<file path="config.mk">
export PLATFORM = sky130hd
export DESIGN_NAME = ecc_kscan
export DESIGN_NICKNAME = d
export VERILOG_FILES = /design/src/rtl/ecc_kscan_pkg.sv /design/src/rtl/ecc_kscan.sv
export SDC_FILE = /design/constraint.sdc
export NUM_CORES = 1
export LEC_CHECK = 0
export ABC_AREA = 1
export CAP_MARGIN = 15
export CELL_PAD_IN_SITES_DETAIL_PLACEMENT = 1
export CELL_PAD_IN_SITES_GLOBAL_PLACEMENT = 2
export CORE_AREA = 2 2 296 298
export DETAILED_ROUTE_END_ITERATION = 8
export DIE_AREA = 0 0 298 300
export PLACE_DENSITY_LB_ADDON = 0.1
export SLEW_MARGIN = 20
export SYNTH_ARGS = -nofsm -noshare
export SYNTH_HDL_FRONTEND = slang
export SYNTH_SLANG_ARGS = --single-unit
</file>
<file path="constraint.sdc">
create_clock -name clk -period 3.85 [get_ports clk]
set_clock_uncertainty 0.15 [all_clocks]
set_input_delay 0.77 -clock clk [delete_from_list [all_inputs] [get_ports clk]]
set_output_delay 0.77 -clock clk [all_outputs]
set_load 0.05 [all_outputs]
</file>
<file path="src/rtl/ecc_kscan_pkg.sv">
// Shared encodings for the ECC scalar-digit scanner.
// One-hot state, digit-select codes and load-mode constants.
package ecc_kscan_pkg;

  typedef enum logic [2:0] {
    ST_IDLE = 3'b001,
    ST_SKIP = 3'b010,
    ST_SCAN = 3'b100
  } state_t;

  localparam logic [1:0] SEL_NONE = 2'b00;
  localparam logic [1:0] SEL_P    = 2'b01;
  localparam logic [1:0] SEL_Q    = 2'b10;
  localparam logic [1:0] SEL_PQ   = 2'b11;

  localparam logic MODE_SINGLE = 1'b0;
  localparam logic MODE_JOINT  = 1'b1;

endpackage

</file>
<file path="src/rtl/ecc_kscan.sv">
// Scalar-digit scanner: loads k (or u1/u2), skips leading zeros, then streams
// one MSB-first {k1,k0} digit per bit to the point add/double sequencer.
module ecc_kscan
  import ecc_kscan_pkg::*;
#(
  parameter int KW = 256,
  parameter int CW = $clog2(KW + 1)
) (
  input  logic          clk,
  input  logic          rst_n,
  input  logic          i_k_clr,
  input  logic          i_ld_valid,
  output logic          o_ld_ready,
  input  logic          i_ld_mode,
  input  logic [KW-1:0] i_ld_k0,
  input  logic [KW-1:0] i_ld_k1,
  output logic          o_dig_valid,
  input  logic          i_dig_ready,
  output logic          o_dig_dbl,
  output logic [1:0]    o_dig_sel,
  output logic          o_dig_last,
  output logic          o_k_zero,
  output logic          o_busy,
  output logic [CW-1:0] o_pos
);

  localparam logic [CW-1:0] POS_LAST = CW'(KW - 1);

  state_t        r_state;
  logic [KW-1:0] r_k0;
  logic [KW-1:0] r_k1;
  logic [CW-1:0] r_pos;
  logic          r_first;
  logic          r_k_zero;

  state_t        w_state_nxt;
  logic [KW-1:0] w_k0_nxt;
  logic [KW-1:0] w_k1_nxt;
  logic [CW-1:0] w_pos_nxt;
  logic          w_first_nxt;
  logic          w_k_zero_nxt;

  logic [KW-1:0] w_eff_k1;
  logic          w_eff_zero;
  logic          w_msb;
  logic          w_last;

  // Single mode forces the Q scalar to zero so it never selects Q.
  assign w_eff_k1   = (i_ld_mode == MODE_JOINT) ? i_ld_k1 : '0;
  assign w_eff_zero = (i_ld_k0 == '0) && (w_eff_k1 == '0);
  assign w_msb      = r_k0[KW-1] | r_k1[KW-1];
  assign w_last     = (r_pos == POS_LAST);

  always_ff @(posedge clk or negedge rst_n) begin
    if (!rst_n) begin
      r_state  <= ST_IDLE;
      r_k0     <= '0;
      r_k1     <= '0;
      r_pos    <= '0;
      r_first  <= 1'b0;
      r_k_zero <= 1'b0;
    end else begin
      r_state  <= w_state_nxt;
      r_k0     <= w_k0_nxt;
      r_k1     <= w_k1_nxt;
      r_pos    <= w_pos_nxt;
      r_first  <= w_first_nxt;
      r_k_zero <= w_k_zero_nxt;
    end
  end

  always_comb begin
    w_state_nxt  = r_state;
    w_k0_nxt     = r_k0;
    w_k1_nxt     = r_k1;
    w_pos_nxt    = r_pos;
    w_first_nxt  = r_first;
    w_k_zero_nxt = r_k_zero;
    if (i_k_clr) begin
      w_state_nxt  = ST_IDLE;
      w_k0_nxt     = '0;
      w_k1_nxt     = '0;
      w_pos_nxt    = '0;
      w_first_nxt  = 1'b0;
      w_k_zero_nxt = 1'b0;
    end else begin
      case (r_state)
        ST_IDLE: begin
          if (i_ld_valid) begin
            w_k0_nxt     = i_ld_k0;
            w_k1_nxt     = w_eff_k1;
            w_pos_nxt    = '0;
            w_first_nxt  = 1'b1;
            w_k_zero_nxt = w_eff_zero;
            w_state_nxt  = w_eff_zero ? ST_IDLE : ST_SKIP;
          end
        end
        ST_SKIP: begin
          if (w_msb) begin
            w_state_nxt = ST_SCAN;
          end else begin
            w_k0_nxt  = {r_k0[KW-2:0], 1'b0};
            w_k1_nxt  = {r_k1[KW-2:0], 1'b0};
            w_pos_nxt = r_pos + 1'b1;
          end
        end
        ST_SCAN: begin
          if (i_dig_ready) begin
            w_k0_nxt    = {r_k0[KW-2:0], 1'b0};
            w_k1_nxt    = {r_k1[KW-2:0], 1'b0};
            w_pos_nxt   = r_pos + 1'b1;
            w_first_nxt = 1'b0;
            if (w_last) w_state_nxt = ST_IDLE;
          end
        end
        default: begin
          w_state_nxt = ST_IDLE;
        end
      endcase
    end
  end

  // Digit outputs come straight from registers so they hold under backpressure.
  assign o_ld_ready  = (r_state == ST_IDLE);
  assign o_dig_valid = (r_state == ST_SCAN);
  assign o_dig_sel   = o_dig_valid ? {r_k1[KW-1], r_k0[KW-1]} : SEL_NONE;
  assign o_dig_dbl   = o_dig_valid & ~r_first;
  assign o_dig_last  = o_dig_valid & w_last;
  assign o_k_zero    = r_k_zero;
  assign o_busy      = (r_state != ST_IDLE);
  assign o_pos       = r_pos;

endmodule

</file>
==> out/metrics.cfg <==
[synth]
synth.avg_cell_area_sq_um = 7.711
ys_async_sr_fraction_pct = 100.0
yosysSeqAreaShare_pct = 46.57
synth.distinct_cells = 33
yosys_warnings = 0
synth_flop_cell = dfrtp_1
yosysTopAreaCellShare_pct = 46.48
syn_area_sq_um = 28270
ys_top_cells_by_area = dfrtp_1 46%, nand2_1 16%, o2111ai_1 7.9%
synth_edf_count = 0
synth_nets = 4186
syn_inst = 3666
synth_area_leader_cell = dfrtp_1
synth_seq_cells = 526

[power]
sequentialPowerShare_pct = 38.5
p_leak_nw = 15.84
power.net_switching_w = 0.008773
combPwrFrac_pct = 34.9
vdd_drop_max_uv = 460.5
power_density_nw_per_um2 = 626.6
p_clk_share_pct = 26.6
p_int_w = 0.01417
swShare_pct = 38.24

[sta]
setup_tns_ps = 0
fin_crit_sh_pct = 90.25
hold_viol_final = 0
worst_pin_slew_ps = 1112
max_freq_mhz = 287.8
setup_violations = 0
slew_headroom_pct = 25.87
fin_crit_ps = 3475
rsz0062_at_grt = false
drv_slew = 0

[layout]
drive_above_1_share_pct = 4.190
stdcell_count = 5229
final_common_cell = nand2_1
nets = 4538
finalInstanceArea_sq_um = 36620
postLayoutCoreUtil_pct = 42.48
fillers = 10390
mostFrequentLayoutCells = 1180 x nand2_1, 531 x clkdlybuf4s50_1, 525 x dfrtp_1, 303 x o21ai_0, 273 x inv_1
syn2layout_area_growth_pct = 29.55

[clock_tree]
clk_latency_ps = 610
h-tree-depth = 3
clk_path_buf_depth = 3
cts_sinks = 526
numCtsBuffers = 67
cts_hold_buffers = 0
tritoncts = yes
cts.clk_slew.worst_paths_ps = 60
clockRootBuffer = clkbuf_16

[grt]
grt_overflow = 0
grt_pass1_vias = 27350
antenna_found_initial = 41
grt_usage_pct = 21.87
grt_pass1_wl_mm = 156.7
grt_max_degree = 232

[placed_design]
gp_congestion = 0.7731
place_area_sq_um = 34500
dp_cells = 5104
hpwl_mm = 68.48
io_buffers = 534

[die]
die_x_um = 298
core_area_sq_um = 86210
pin_count = 535
die_h_um = 300
fp-row-count = 108
initial_core_util_pct = 32.79
dieArea_sq_um = 89400

[drt]
route.met2.wl_mm = 45.88
drtIter0Drc = 1715
route.vias.total = 26690
drt-pass1-iter-count = 5
post_drt_wl_per_cell_um = 18.91
postRouteAntennaNets = 0
drc_errors = 0
viasPerCell = 5.104
met3_length_mm = 5.921
wl_met1_mm = 44.37
drt-total-wl_mm = 98.90
highest_layer = met5

[worst_setup_path]
max_stage_delay_ps = 410
crit_arrival_ps = 2550
critPathKind = reg2out
crit_chain = ha_1 -> inv_1 -> nor4_1 -> nand3_1 -> nor2_1 -> ha_1 -> inv_1 -> nor2_1 -> clkbuf_2
crit_slowest_cell = dfrtp_1
path_max_fanout = 5
crit_path_end_kind = primary output
critical_path.startpoint_type = register
critPathRequiredTime_ps = 2930

[min_path]
hp-class = in2async

[run]
cap_violations = 0

[run_status]
status = finished clean

-- cell families (layout without fill, tap and decap cells) --
group	Yosys count	count (layout)	synth area share [%]
other	0	17	0
buffers and inverters	592	983	8.600
AND/OR/NAND/NOR	1482	1482	20.19
adder cells (fa/ha/maj)	2	2	0.08851
flip-flops	526	526	46.57
AO/OA/AOI/OAI	1064	1064	24.55
-- layout make-up --
cell class / instances / area [sq um] / share of cell area, %
flip-flops and latches: 526 / 13160 / 35.95
multi-input cells: 2548 / 12690 / 34.67
repair buffers: 595 / 6107 / 16.68
clock buffers: 100 / 2018 / 5.511
well taps: 1155 / 1445 / 3.946
inverters: 280 / 1082 / 2.956
clock inverters: 8 / 65.06 / 0.1777
diodes: 17 / 42.54 / 0.1162
-- cells in the mapped netlist (6+ instances only) --
master	instances
buf_4	28
nor2_1	250
o2111ai_1	256
inv_1	273
clkbuf_1	196
buf_1	6
dfrtp_1	525
o31ai_1	16
o211ai_1	238
nand3_1	8
inv_2	6
nand4_1	33
nand2_1	1180
buf_2	82
a21oi_1	20
o21ai_0	303
o21ai_1	225
-- metrics by stage --
step	worst slack (ps)	power (W)	hold WS (ps)
final	375.3	0.02294	29.91
after global routing	156.4	0.02484	65.07
after CTS	76.35	0.02328	27.40
after detailed placement	446.0	0.01696	313.5
after global placement	450.1	0.01678	309.8
after floorplan	580.5	0.01448	296.5
-- critical path: cells and delay by family (launching register included) --
kind                       cells  cell delay (ps)
buffers and inverters          3              430
and+or+nand+nor                4              740
DFF                            1              410
adders and majority gates      2              370
-- repair_timing --
action,4_1_cts,5_1_grt
endpoints found under the hold margin,0,0
setup buffers,0,0
endpoints found under the setup margin,1,1
gates resized for setup,1,2
-- power groups by stage --
| stage | sequential [W] | combinational [W] | clock [W] |
|---|---|---|---|
| after floorplan | 0.00864 | 0.00584 | 0 |
| after global placement | 0.00886 | 0.00792 | 0 |
| after global routing | 0.00912 | 0.00922 | 0.00650 |
| after CTS | 0.00885 | 0.00812 | 0.00631 |
| final | 0.00884 | 0.00800 | 0.00610 |
| after detailed placement | 0.00891 | 0.00805 | 0 |
-- sequential cells by signal, summed over array words and instances, names as in the netlist --
name and cells:
o_k_zero 1, o_pos 9, r_first 1, r_k0 256, r_k1 256, r_state 3
-- final timing paths --
kind	cells past startpoint	from	slack, ps	end
max in group asynchronous	2	rst_n	2420	r_k0[156]
max	9	o_pos[0]	380	o_dig_last
min in group clk	2	r_k1[111]	330	r_k1[111]
min	1	rst_n	30	r_k0[242]
max reg2reg	9	r_state[0]	810	r_k1[123]
min reg2reg	2	r_k1[111]	330	r_k1[111]
-- routing by layer --
layer	GRT usage (%)	vias up
li1	-	13240
met1	28.68	12750
met2	35.21	490
met3	5.998	170
met4	6.592	50
met5	0	-
Note: power is estimated with default switching activity, not from simulation.
